<file path="src/rtl/id_ex_stage.sv">
// ID/EX pipeline register: latches decoded operands and controls for EX, generates
// operand forwarding selects and a combinational load-use stall request back to ID.
module id_ex_stage #(
  parameter int WIDTH = 8,
  parameter int RW    = 2
) (
  input  logic             clk,
  input  logic             rst_n,
  input  logic             stall,
  input  logic             flush,
  input  logic             in_valid,
  input  logic [RW-1:0]    rs_a,
  input  logic [RW-1:0]    rs_b,
  input  logic [RW-1:0]    rd,
  input  logic [WIDTH-1:0] ra_data,
  input  logic [WIDTH-1:0] rb_data,
  input  logic [WIDTH-1:0] imm,
  input  logic [3:0]       alu_op,
  input  logic             use_imm,
  input  logic             reg_we,
  input  logic             mem_rd,
  input  logic             mem_wr,
  output logic [WIDTH-1:0] a_q,
  output logic [WIDTH-1:0] b_q,
  output logic [WIDTH-1:0] imm_q,
  output logic             b_sel,
  output logic             fwd_a_sel,
  output logic             fwd_b_sel,
  output logic [RW-1:0]    rd_q,
  output logic [3:0]       alu_op_q,
  output logic             reg_we_q,
  output logic             mem_rd_q,
  output logic             mem_wr_q,
  output logic             out_valid,
  output logic             load_use_hazard
);

  logic match_a;
  logic match_b;
  logic fwd_a_nxt;
  logic fwd_b_nxt;
  logic bubble;

  // Dependency detection against the instruction currently held in the stage.
  // A bubble has out_valid=0, so it can never raise a hazard or a forward.
  assign match_a         = (rd_q == rs_a);
  assign match_b         = (rd_q == rs_b);
  assign load_use_hazard = in_valid & out_valid & mem_rd_q & (match_a | (~use_imm & match_b));
  assign fwd_a_nxt       = in_valid & out_valid & reg_we_q & match_a;
  assign fwd_b_nxt       = in_valid & ~use_imm & out_valid & reg_we_q & match_b;
  assign bubble          = flush | (~stall & load_use_hazard);

  // ID -> EX boundary
  always_ff @(posedge clk or negedge rst_n) begin
    if (!rst_n) begin
      a_q       <= '0;
      b_q       <= '0;
      imm_q     <= '0;
      rd_q      <= '0;
      alu_op_q  <= '0;
      b_sel     <= 1'b0;
      fwd_a_sel <= 1'b0;
      fwd_b_sel <= 1'b0;
      reg_we_q  <= 1'b0;
      mem_rd_q  <= 1'b0;
      mem_wr_q  <= 1'b0;
      out_valid <= 1'b0;
    end else if (bubble) begin
      b_sel     <= 1'b0;
      fwd_a_sel <= 1'b0;
      fwd_b_sel <= 1'b0;
      reg_we_q  <= 1'b0;
      mem_rd_q  <= 1'b0;
      mem_wr_q  <= 1'b0;
      out_valid <= 1'b0;
    end else if (!stall) begin
      a_q       <= ra_data;
      b_q       <= rb_data;
      imm_q     <= imm;
      rd_q      <= rd;
      alu_op_q  <= alu_op;
      b_sel     <= use_imm;
      fwd_a_sel <= fwd_a_nxt;
      fwd_b_sel <= fwd_b_nxt;
      reg_we_q  <= in_valid & reg_we;
      mem_rd_q  <= in_valid & mem_rd;
      // A read wins over a conflicting write so both are never issued together.
      mem_wr_q  <= in_valid & mem_wr & ~mem_rd;
      out_valid <= in_valid;
    end
  end

endmodule

</file>
<file path="config.mk">
export PLATFORM = sky130hd
export DESIGN_NAME = id_ex_stage
export DESIGN_NICKNAME = d
export VERILOG_FILES = /design/src/rtl/id_ex_stage.sv
export SDC_FILE = /design/constraint.sdc
export NUM_CORES = 1
export LEC_CHECK = 0
export ABC_AREA = 0
export BUFFER_PORTS_ARGS = -buffer_cell sky130_fd_sc_hd__buf_2
export CORE_MARGIN = 3
export CORE_UTILIZATION = 30
export CTS_CLUSTER_DIAMETER = 60
export DETAILED_ROUTE_END_ITERATION = 10
export PLACE_DENSITY_LB_ADDON = 0.12
export REMOVE_ABC_BUFFERS = 1
export SYNTH_ARGS = -nofsm -noshare
export SYNTH_HDL_FRONTEND = slang
export SYNTH_SLANG_ARGS = --single-unit
</file>
<file path="constraint.sdc">
create_clock -name clk -period 3.4 [get_ports clk]
set_input_delay 0.34 -clock clk [delete_from_list [all_inputs] [get_ports clk]]
set_output_delay 0.34 -clock clk [all_outputs]
set_load 0.1 [all_outputs]
</file>
=== Word level (Yosys, flattened, before mapping) ===
Index checks and enable logic that the tools add are counted.

* Flip-flop bits (word level): 37
* Input bits: 43
* Output and inout port bits: 38
* Logic and storage cells: 51

* Eq/ne operators: 3
* Mux-type cells: 14
* Bitwise logic cells: 21
* Reduce and logical (&&, ||, !) cells: 1

{| class="wikitable"
|+ Operators by type and width
! operator !! number
|-
| 1-bit AND || 15
|-
| 1-bit two-way mux || 14
|-
| 2-bit == test || 2
|-
| 1-bit NOT || 4
|-
| 2-bit by 1-bit != test with 1-bit output (second input constant) || 1
|-
| 1-bit bitwise OR || 2
|-
| 2-bit AND reduction || 1
|}

=== Longest topological paths before layout ===
* Depth in word-level cells: 8
* Depth in mapped cells: 6
* Gate-level depth less buffers: 4

=== Least setup slack after synthesis ===
OpenSTA, ideal clock, no wires.

* Kind: flip-flop to output port
* Start point: register mem_rd_q
* End point: output load_use_hazard
* Arrival time: 2.337 ns
* Required time: 3.060 ns
* Setup slack: 0.723 ns
* Cell stages (with the launch flop): 4
* Path buffers: 0
* Cell sequence: dfrtp_1 > nand3_1 > or4b_4 > nand2_1

* Longest elaborated chain between the ends: 2

{| class="wikitable"
|+ RTL lines
! what !! line !! source
|-
| start, declared || 32 || <nowiki>output logic mem_rd_q,</nowiki>
|-
| start signal, assigned || 86 || <nowiki>mem_rd_q <= in_valid & mem_rd;</nowiki>
|-
| 1-bit AND (2 in series) || 48 || <nowiki>assign load_use_hazard = in_valid & out_valid & mem_rd_q & (match_a | (~use_imm & match_b));</nowiki>
|-
| end, declared || 35 || <nowiki>output logic load_use_hazard</nowiki>
|}

No other way between the ends.

=== Worst setup path after layout ===
* Start point: register rd_q[1]
* End point: output load_use_hazard

* Longest elaborated chain between the ends: 4
* Elaborated cells on any way between the ends: 5
* Those cells by class: eq/ne (2); bitwise (3)

{| class="wikitable"
|+ RTL lines
! what !! line !! source
|-
| start, declared || 29 || <nowiki>output logic [RW-1:0] rd_q,</nowiki>
|-
| start signal, assigned || 80 || <nowiki>rd_q <= rd;</nowiki>
|-
| 2-bit == test || 47 || <nowiki>assign match_b = (rd_q == rs_b);</nowiki>
|-
| 1-bit AND || 48 ||
|-
| 1-bit bitwise OR * || 48 ||
|-
| 1-bit AND * || 48 ||
|}

Mark *: on every way between the ends. The rest lies on a longest branch, timed or not.

==> results.py <==
metrics = {
    "floorplanning": {
        "ioPinCount": 81,
        "initial_core_util": 0.314,
        "die_width_um": 79.9,
        "dieArea_mm2": 0.00638,
        "num_rows": 26,
        "core_area_mm2": 0.00520,
        "die_h_um": 79.9,
    },
    "sta": {
        "period_minus_slack_ns": 2.26,
        "holdWs_ns": 0.141,
        "fmax_mhz": 442,
        "clock_skew_ns": 0.00226,
        "rsz0062_at_grt": "no",
        "slew_headroom": 0.464,
        "fin_tns_setup_ns": 0,
        "worst_slack_ns": 1.14,
        "worst_pin_slew_ns": 0.804,
        "maxSlewViolCount": 0,
        "setup_violations": 0,
        "period_share": 0.665,
        "finalHoldViolations": 0,
    },
    "cts": {
        "cts-root-buf": "clkbuf_8",
        "cts_buffer_depth": 2,
        "clk_latency_ns": 0.28,
        "cts_tree": "built",
        "htreeDepth": 2,
        "cts_setup_buffers": 0,
        "cts_hold_buf": 0,
        "cts_sinks": 37,
        "clk_pin_slew_ns": 0.07,
        "postCtsResizedCells": 0,
        "cts_made_buffers": 5,
    },
    "worst_setup_path": {
        "cp_top_family": "simple AND/OR/NAND/NOR gates",
        "timing.rr.start": "rd_q[1]$_DFFE_PN0P_",
        "worst-endpoint-required_ns": 3.06,
        "r2r-end": "rd_q[0]$_DFFE_PN0P_",
        "end_kind": "primary output",
        "slowest_delay_ns": 0.50,
        "worstSetupStartpointType": "flip-flop",
        "cp_max_fo": 4,
        "r2r_slack_ns": 1.39,
        "arrival_ns": 1.92,
        "path_cells": "xnor2_1 > or4b_4 > nand2_1 > buf_2",
        "cp.buffers_inverters": 1,
        "cpMaxStageDelayCell": "or4b_4",
        "worstSetupPathType": "reg -> out",
        "ff2ff_path_depth": 4,
    },
    "synth": {
        "synth_top_area_frac": 0.566,
        "ys_seq_area_frac": 0.566,
        "synth.area.top_cells": "dfrtp_1 (57%), mux2_4 (26%), buf_12 (3.7%)",
        "ys_ff_latch": 37,
        "yosysUniqueCellTypes": 22,
        "postSynthAreaPerCell_um2": 16.4,
        "syn_inst": 100,
        "ys_warn_count": 0,
        "synthesis.area_mm2": 0.00164,
        "synth_area_leader_cell": "dfrtp_1",
    },
    "placement": {
        "place_inst": 245,
        "placed_cell_area_mm2": 0.00205,
        "pre_cts_ws_ns": 1.39,
        "globalplace.congestion": 0.746,
        "dpl.hpwl_mm": 2.62,
        "numPortBuffers": 80,
    },
    "final_layout": {
        "layout.cells.non_filler": 252,
        "syn2layout_area_growth_pct": 31.6,
        "fillers": 516,
        "nets": 225,
        "n_antenna_cell": 0,
        "final_area_mm2": 0.00215,
        "post_route_cells_drive_above_1_share": 0.659,
    },
    "run": {
        "drv_cap": 0,
    },
    "global_route": {
        "grt_pass1_wl_mm": 5.89,
        "grt_max_degree": 38,
        "overflow": 0,
        "grt_pass1_vias": 1177,
        "grt_usage": 0.119,
        "antenna_found_initial": 0,
    },
    "routing": {
        "drt_iter0_drc": 65,
        "drt_drc_violations_left": 0,
        "drt-total-wl_mm": 3.53,
        "viasPerCell": 4.39,
        "wl_per_cell_um": 14.0,
        "dr.pass1.iters": 4,
        "via_count": 1106,
        "ant_nets": 0,
    },
    "pwr": {
        "pwr_density_cell_mw_per_mm2": 704,
        "peakVddDrop_uv": 315,
        "p_leak_nw": 1.12,
    },
    "worst_hold_path": {
        "min_path_type": "in -> async",
    },
    "status": {
        "status": "finished clean",
    },
}
[power by group]
part / total, mW / internal (mW) / switching (mW)
Combinational: 0.625 / 0.135 / 0.490
Clock: 0.361 / 0.213 / 0.147
Sequential: 0.530 / 0.496 / 0.0347
[stage by stage]
stage,power (mW),util
final,1.52,0.414
after global routing,1.58,0.414
after CTS,1.54,0.414
after detailed placement,1.17,0.394
after global placement,1.16,0.394
after floorplan,1.05,-
[cells by family after synthesis]
| group | after synthesis | share of synthesized area |
|---|---|---|
| buffers and inverters | 7 | 0.0505 |
| flip-flops | 37 | 0.566 |
| AO/OA/AOI/OAI | 7 | 0.0352 |
| AND/OR/NAND/NOR | 15 | 0.0566 |
| XOR/XNOR | 4 | 0.0214 |
| multiplexers | 30 | 0.271 |
[cell usage after synthesis]
| master | instances |
|---|---|
| a22o_1 | 1 |
| a32o_1 | 3 |
| and3_4 | 1 |
| buf_12 | 3 |
| buf_6 | 1 |
| clkbuf_1 | 1 |
| dfrtp_1 | 37 |
| inv_1 | 2 |
| mux2_2 | 2 |
| mux2_4 | 28 |
| nand2_1 | 5 |
| nand3_1 | 2 |
| nand3b_1 | 1 |
| nor2_1 | 2 |
| nor2b_1 | 1 |
| nor4bb_1 | 1 |
| o21ai_0 | 2 |
| o41ai_1 | 1 |
| or3_2 | 1 |
| or4b_4 | 1 |
| xnor2_1 | 1 |
| xor2_1 | 3 |
[layout make-up]
| cell class | count | area, µm² | share of cell area |
|---|---|---|---|
| Sequential cell | 37 | 926 | 0.430 |
| Multi-Input combinational cell | 56 | 628 | 0.292 |
| Timing Repair Buffer | 80 | 400 | 0.186 |
| Tap cell | 70 | 87.6 | 0.0407 |
| Clock buffer | 5 | 68.8 | 0.0320 |
| Inverter | 2 | 7.51 | 0.00349 |
| Clock inverter | 2 | 35.0 | 0.0163 |
[cell usage in the layout, fill, tap and decap left out, types with 2 or more instances in the layout]
cell type and n:
buf_2 80, dfrtp_1 37, mux2_4 28, nand2_1 5, clkbuf_8 5, xor2_1 3, a32o_1 3, nand3_1 2
nor2_1 2, o21ai_0 2, inv_1 2, mux2_2 2
[metal layers]
metal / part of all wire / routed length [µm] / vias up / global-route usage
met3: 0.096 / 338 / 5 / 0.0542
met4: 0.0082 / 29 / 0 / 0.0287
met2: 0.48 / 1680 / 49 / 0.182
met5: 0 / 0 / - / 0
met1: 0.42 / 1480 / 541 / 0.153
li1: - / - / 511 / -
[flip-flops by register name, summed over array words and instances, names as in the netlist]
name	flops
fwd_b_sel	1
reg_we_q	1
imm_q	8
mem_rd_q	1
out_valid	1
alu_op_q	4
mem_wr_q	1
a_q	8
fwd_a_sel	1
b_sel	1
b_q	8
rd_q	2
[worst max path at each step]
stage / from / end / slack, ns / cells after the start
CTS: rd_q[1]$_DFFE_PN0P_ / load_use_hazard / 1.11 / 4
global route: rd_q[1]$_DFFE_PN0P_ / load_use_hazard / 1.05 / 4
detailed placement: rs_b[1] / a_q[4]$_DFFE_PN0P_ / 1.39 / 5
finish: rd_q[1]$_DFFE_PN0P_ / load_use_hazard / 1.14 / 4
global placement: rs_b[1] / alu_op_q[2]$_DFFE_PN0P_ / 1.40 / 5
floorplan: mem_rd_q$_DFFE_PN0P_ / load_use_hazard / 0.72 / 3
(Power assumes the default switching activity.)
